==> src/rtl/regfile_pkg.sv <==
// Shared types and helpers for the multi-port integer register file.
package regfile_pkg;

  typedef enum logic {IDLE = 1'b0, CLEAR = 1'b1} rf_state_t;

  localparam int RF_XLEN = 32;
  localparam int RF_NREG = 32;

  // Callers zero-extend their AW-bit address into the 32-bit argument.
  function automatic logic is_zero_addr(input logic [31:0] addr);
    return (addr == 32'd0);
  endfunction

endpackage

==> src/rtl/rf_scoreboard.sv <==
// Per-register busy bits: set by reserve, cleared by write or by the clear engine.
module rf_scoreboard
  import regfile_pkg::*;
#(
  parameter int NREG  = RF_NREG,
  parameter int NREAD = 2,
  parameter int AW    = $clog2(NREG)
) (
  input  logic                clock,
  input  logic                reset_n,
  input  logic                wclr_en,
  input  logic [AW-1:0]       wclr_addr,
  input  logic                rsv_en,
  input  logic [AW-1:0]       rsv_addr,
  input  logic                eclr_en,
  input  logic [AW-1:0]       eclr_addr,
  input  logic [NREAD*AW-1:0] ra,
  output logic [NREAD-1:0]    busy_lk
);

  logic [NREG-1:0] busy_r;

  // Busy state update; reserve is applied after write-clear so it wins on a tie.
  always_ff @(posedge clock or negedge reset_n) begin
    if (!reset_n) begin
      busy_r <= {NREG{1'b0}};
    end else if (eclr_en) begin
      busy_r[eclr_addr] <= 1'b0;
    end else begin
      if (wclr_en) busy_r[wclr_addr] <= 1'b0;
      if (rsv_en)  busy_r[rsv_addr]  <= 1'b1;
    end
  end

  for (genvar gi = 0; gi < NREAD; gi++) begin : g_lookup
    assign busy_lk[gi] = busy_r[ra[gi*AW +: AW]];
  end

endmodule

==> src/rtl/regfile_mp.sv <==
// Multi-read-port register file with optional write bypass, busy scoreboard
// and a one-register-per-cycle clear engine; register 0 reads as zero.
module regfile_mp
  import regfile_pkg::*;
#(
  parameter int XLEN   = RF_XLEN,
  parameter int NREG   = RF_NREG,
  parameter int NREAD  = 2,
  parameter int BYPASS = 1,
  localparam int AW    = $clog2(NREG)
) (
  input  logic                  clock,
  input  logic                  reset_n,
  input  logic [NREAD*AW-1:0]   ra,
  output logic [NREAD*XLEN-1:0] rd,
  output logic [NREAD-1:0]      busy_rd,
  input  logic                  we,
  input  logic [AW-1:0]         wa,
  input  logic [XLEN-1:0]       wd,
  input  logic                  rsv_en,
  input  logic [AW-1:0]         rsv_addr,
  input  logic                  clr_req,
  output logic                  clr_busy
);

  logic [XLEN-1:0] regs_r [NREG];
  rf_state_t       state_r;
  logic [AW-1:0]   cnt_r;
  logic            clr_busy_r;
  logic [NREAD-1:0] sb_busy_s;
  logic            idle_s, wr_en_s, rsv_ok_s, byp_s, rsv_same_s;

  // Writes and reserves only land in IDLE and are dropped on the clear-start cycle.
  assign idle_s     = (state_r == IDLE);
  assign wr_en_s    = idle_s && !clr_req && we && !is_zero_addr(32'(wa));
  assign rsv_ok_s   = idle_s && !clr_req && rsv_en && !is_zero_addr(32'(rsv_addr));
  assign byp_s      = (BYPASS != 0) && idle_s && we && !is_zero_addr(32'(wa));
  assign rsv_same_s = rsv_en && (rsv_addr == wa);
  assign clr_busy   = clr_busy_r;

  rf_scoreboard #(.NREG(NREG), .NREAD(NREAD), .AW(AW)) u_sb (
    .clock     (clock),
    .reset_n   (reset_n),
    .wclr_en   (wr_en_s),
    .wclr_addr (wa),
    .rsv_en    (rsv_ok_s),
    .rsv_addr  (rsv_addr),
    .eclr_en   (!idle_s),
    .eclr_addr (cnt_r),
    .ra        (ra),
    .busy_lk   (sb_busy_s)
  );

  // Data array, clear counter and clear FSM.
  always_ff @(posedge clock or negedge reset_n) begin
    if (!reset_n) begin
      for (int k = 0; k < NREG; k++) regs_r[k] <= {XLEN{1'b0}};
      state_r    <= IDLE;
      cnt_r      <= {AW{1'b0}};
      clr_busy_r <= 1'b0;
    end else begin
      case (state_r)
        IDLE: begin
          if (clr_req) begin
            state_r    <= CLEAR;
            cnt_r      <= AW'(1'b1);
            clr_busy_r <= 1'b1;
          end else if (wr_en_s) begin
            regs_r[wa] <= wd;
          end
        end
        CLEAR: begin
          regs_r[cnt_r] <= {XLEN{1'b0}};
          if (cnt_r == AW'(NREG - 1)) begin
            state_r    <= IDLE;
            cnt_r      <= {AW{1'b0}};
            clr_busy_r <= 1'b0;
          end else begin
            cnt_r <= cnt_r + AW'(1'b1);
          end
        end
        default: begin
          state_r    <= IDLE;
          cnt_r      <= {AW{1'b0}};
          clr_busy_r <= 1'b0;
        end
      endcase
    end
  end

  for (genvar gi = 0; gi < NREAD; gi++) begin : g_port
    logic [AW-1:0]   addr_s;
    logic [XLEN-1:0] data_s;
    logic            busy_s;

    assign addr_s = ra[gi*AW +: AW];

    // Read mux: zero register, then same-cycle bypass, then stored state.
    always_comb begin
      data_s = {XLEN{1'b0}};
      busy_s = 1'b0;
      if (is_zero_addr(32'(addr_s))) begin
        data_s = {XLEN{1'b0}};
        busy_s = 1'b0;
      end else if (byp_s && (wa == addr_s)) begin
        data_s = wd;
        busy_s = rsv_same_s;
      end else begin
        data_s = regs_r[addr_s];
        busy_s = sb_busy_s[gi];
      end
    end

    assign rd[gi*XLEN +: XLEN] = data_s;
    assign busy_rd[gi]         = busy_s;
  end

endmodule

==> config.mk <==
export PLATFORM = sky130hd
export DESIGN_NAME = regfile_mp
export DESIGN_NICKNAME = d
export VERILOG_FILES = /design/src/rtl/regfile_pkg.sv /design/src/rtl/rf_scoreboard.sv /design/src/rtl/regfile_mp.sv
export SDC_FILE = /design/constraint.sdc
export NUM_CORES = 2
export LEC_CHECK = 0
export ABC_AREA = 1
export CAP_MARGIN = 20
export CORE_UTILIZATION = 42
export DETAILED_ROUTE_END_ITERATION = 10
export DONT_BUFFER_PORTS = 1
export PLACE_DENSITY = 0.54
export SLEW_MARGIN = 30
export SYNTH_ARGS = -nofsm -noshare
export SYNTH_HDL_FRONTEND = slang
export SYNTH_SLANG_ARGS = --single-unit
==> constraint.sdc <==
create_clock -name clock -period 5.08 [get_ports clock]
set_input_delay 0.762 -clock clock [delete_from_list [all_inputs] [get_ports clock]]
set_output_delay 0.762 -clock clock [all_outputs]
set_load 0.05 [all_outputs]
==> impl_results.md <==
- Capture point of the critical path: rd[51]
- Slew Limit Fails: 272
- Switch share: 32.7%
- Fraction of power consumed by sequential logic: 39.4%
- Die W: 381 µm
- Global-route wire length before repair: 408000 µm
- Unrepaired setup endpoints after global routing: false
- Seq/Total Area, Yosys: 44.1%
- Fmax: 0.175 GHz
- Clock latency reported for the late side of the worst-skew pair: 0.79 ns
- Core Footprint: 142000 µm²
- CTS H-tree depth: 4
- Status: finished with violations
- Start-to-end type of the worst setup path: primary input to output port
- Violated checks: negative hold slack, max-slew violations, negative setup slack
- Number of flops mapped to enable cells by yosys: 0
- Post-cts resize count: 0
- PD cells: 364 nW/µm²
- Per-instance average area after synthesis: 7.12 µm²
- Nature of the critical path startpoint: primary input
- R2R Path Start: state_r
- Clock skew after layout: 0.0167 ns
- Total number of vias: 62700
- Synth Net Count: 8543
- Post-DP HPWL: 137000 µm
- Final weighted congestion in routability-driven placement: 0.878
- Root buf cell: sky130_fd_sc_hd__clkbuf_16
- Final clock period utilization by the worst path: 112%
- Netlist Area Pre-Place: 60400 µm²
- Effective utilization at floorplan: 42.5%
- Leakage power summed over all cells: 33.8 nW
- Internal power consumption: 16.1 mW
- Final setup viols: 33
- Main flop type after synthesis: sky130_fd_sc_hd__dfrtp_1
- Switching power of the nets: 7.84 mW
- Most frequent cells in the layout: sky130_fd_sc_hd__nand2_1 (2234), sky130_fd_sc_hd__nand3_1 (1826), sky130_fd_sc_hd__inv_1 (1110)
- Ys Warns: 0
- Number of cells on the worst reg-to-reg path: 8
- Worst Hold Slack: -0.0194 ns
- Max Buffers Root-to-Sink: 3
- Count of final hold-check violations: 8
- Layout cell share with drive strength beyond 1: 6.11%
- DR iter-0 viols: 8748
- Overall Global Routing Usage: 37.8%
- Reg-to-reg setup timing slack: 1.66 ns
- Number of placed instances, taps included: 9799
- Post-layout min period: 5.71 ns
- Slew at the pin closest to its max-slew limit: 2.50 ns
- Maximum number of pins on one net before global-route repair: 598
- Num CTS Buffers: 130
- End of the worst register-to-register path: regs_r[655]
- CP arrival: 4.95 ns
- Clock net sink count: 1063
- Combinational share of power: 21.6%
- Largest fanout on the critical path: 595
- Count of cell types in the netlist: 30
- Post-detailed-route count of antenna-violating nets: 0
- Grt total ovfl: 0
- Total routed wirelength: 280000 µm
- Sort of element at the end of the critical path: output port
- Number of rows in the core area: 138
- Clock power frac: 39.0%
- Worst path setup slack after routing: -0.633 ns
- Number of antenna violations at the first check in global routing: 5
- Worst setup path startpoint: ra[5]
- Cell count after synthesis: 8481
- Post-route DRC: 0
- Die Height: 381 µm
- Utilization after layout: 46.4%
- Detail-routed net length per standard cell: 27.9 µm
- Vias per std cell: 6.25
- PortBufs: 0
- Die area: 145000 µm²
- Required time at the worst-slack endpoint: 4.32 ns
- Commonest non-fill, non-tap cell in the layout: sky130_fd_sc_hd__nand2_1
- Number of nets in the layout: 8105
- Kind of path behind the tightest hold check: primary input to asynchronous set/reset pin
- Via count of the first global-routing pass: 59300
- Max Cap Viol: 0
- Area growth, synth to finish: 9.36%
- # IOs: 124
- Post-Layout Cell Count: 10000
- Post-Place Worst Slack: 0.975 ns
- Async S/R FF share, synth: 100%
- Relative slew margins: -66.5%
- Clock input transition at the sequential cells of the worst setup and hold paths: 0.06 ns
- IR drop worst, VDD: 292 µV
- Register bit total from synthesis: 1063
- Number of detailed-routing iterations run before antenna repair: 6
- Clock tree from TritonCTS: yes
==> critical path, stage by stage <==
cell and delay, ns:
sky130_fd_sc_hd__inv_8 1.30, sky130_fd_sc_hd__buf_12 0.41, sky130_fd_sc_hd__buf_4 0.38, sky130_fd_sc_hd__nand2_1 0.10, sky130_fd_sc_hd__nand3_1 0.08, sky130_fd_sc_hd__nand3_1 0.08
sky130_fd_sc_hd__nand3_1 0.08, sky130_fd_sc_hd__nand3_1 0.07, sky130_fd_sc_hd__nand2_1 0.19, sky130_fd_sc_hd__a21oi_1 0.10, sky130_fd_sc_hd__buf_4 0.20
==> state kept, by name, indices dropped and copies added, names as in the netlist <==
register     cells
cnt_r            5
regs_r        1024
state_r          1
u_sb.busy_r     32
clr_busy         1
==> cell usage after synthesis, drive strengths merged, types with 6 or more instances <==
| cell type | instances | area share [%] |
|---|---|---|
| o22ai | 997 | 10 |
| inv | 1152 | 7.2 |
| nand4 | 8 | 0.083 |
| nor3 | 9 | 0.093 |
| o211ai | 127 | 1.6 |
| xnor2 | 6 | 0.087 |
| o21ai | 104 | 0.86 |
| dfrtp | 1063 | 44 |
| nor2 | 38 | 0.24 |
| a21oi | 75 | 0.62 |
| clkbuf | 513 | 3.2 |
| nand3 | 1827 | 15 |
| buf | 252 | 2.0 |
| nand2 | 2291 | 14 |
==> logic make-up (layout without fill, tap and decap cells) <==
group / count (synthesis) / in the layout / synth area share (%)
AOI/OAI and AO/OA: 1307 / 1307 / 13.5
xor gates and xnor gates: 7 / 7 / 0.102
adders and majority gates: 5 / 5 / 0.104
buffers and inverters: 1920 / 1568 / 12.3
DFF: 1063 / 1063 / 44.1
other: 0 / 3 / 0
and+or+nand+nor: 4179 / 4179 / 29.9
==> through the flow <==
| stage | power, mW | setup TNS [ns] | area, µm² | hold slack [ns] |
|---|---|---|---|---|
| 3_3_place_gp | 14.5 | 0 | 61600 | 0.449 |
| 3_5_place_dp | 14.6 | 0 | 61800 | 0.451 |
| 2_1_floorplan | 13.0 | 0 | 60400 | 0.436 |
| 4_1_cts | 23.9 | 0 | 66000 | 0.0212 |
| 6_report | 24.0 | -15.73 | 66000 | -0.0194 |
| 5_1_grt | 24.8 | 0 | 66000 | 0.0226 |
==> how the worst min path moves through the flow <==
stage | start | to | cells past startpoint
5_1_grt | reset_n | regs_r[557] | 2
4_1_cts | reset_n | regs_r[7] | 1
3_3_place_gp | regs_r[1014] | regs_r[1014] | 2
6_report | reset_n | regs_r[589] | 2
2_1_floorplan | regs_r[1000] | regs_r[1000] | 2
3_5_place_dp | regs_r[1014] | regs_r[1014] | 2
==> final cells by class <==
cell class              count  area (µm²)
repair buffers            195        1990
inverters                1155        4380
clock inverters            28         231
well taps                1890        2360
multi-input cells        5498       26500
clock buffers             190        3930
flip-flops and latches   1063       26600
diodes                      3        7.51
fillers                 14400       76100
==> layer usage <==
| layer | share of wire (%) | GRT usage (%) | wire length [µm] |
|---|---|---|---|
| met1 | 40 | 51.0 | 111000 |
| met2 | 43 | 55.8 | 119000 |
| met3 | 12 | 8.64 | 32200 |
| met4 | 6.2 | 20.9 | 17400 |
| met5 | 0.012 | 0 | 34 |
==> power groups by stage <==
stage | clock, mW | combinational, mW | sequential, mW
global placement | 0 | 4.93 | 9.58
floorplan | 0 | 3.50 | 9.52
global route | 9.73 | 5.56 | 9.52
finish | 9.35 | 5.19 | 9.45
detailed placement | 0 | 4.98 | 9.59
CTS | 9.41 | 5.03 | 9.44
==> timing repair <==
action	4_1_cts	5_1_grt
setup buffers	0	0
endpoints found under the hold margin	176	0
hold buffers	1	0
Power figures use the tool's default switching activity.
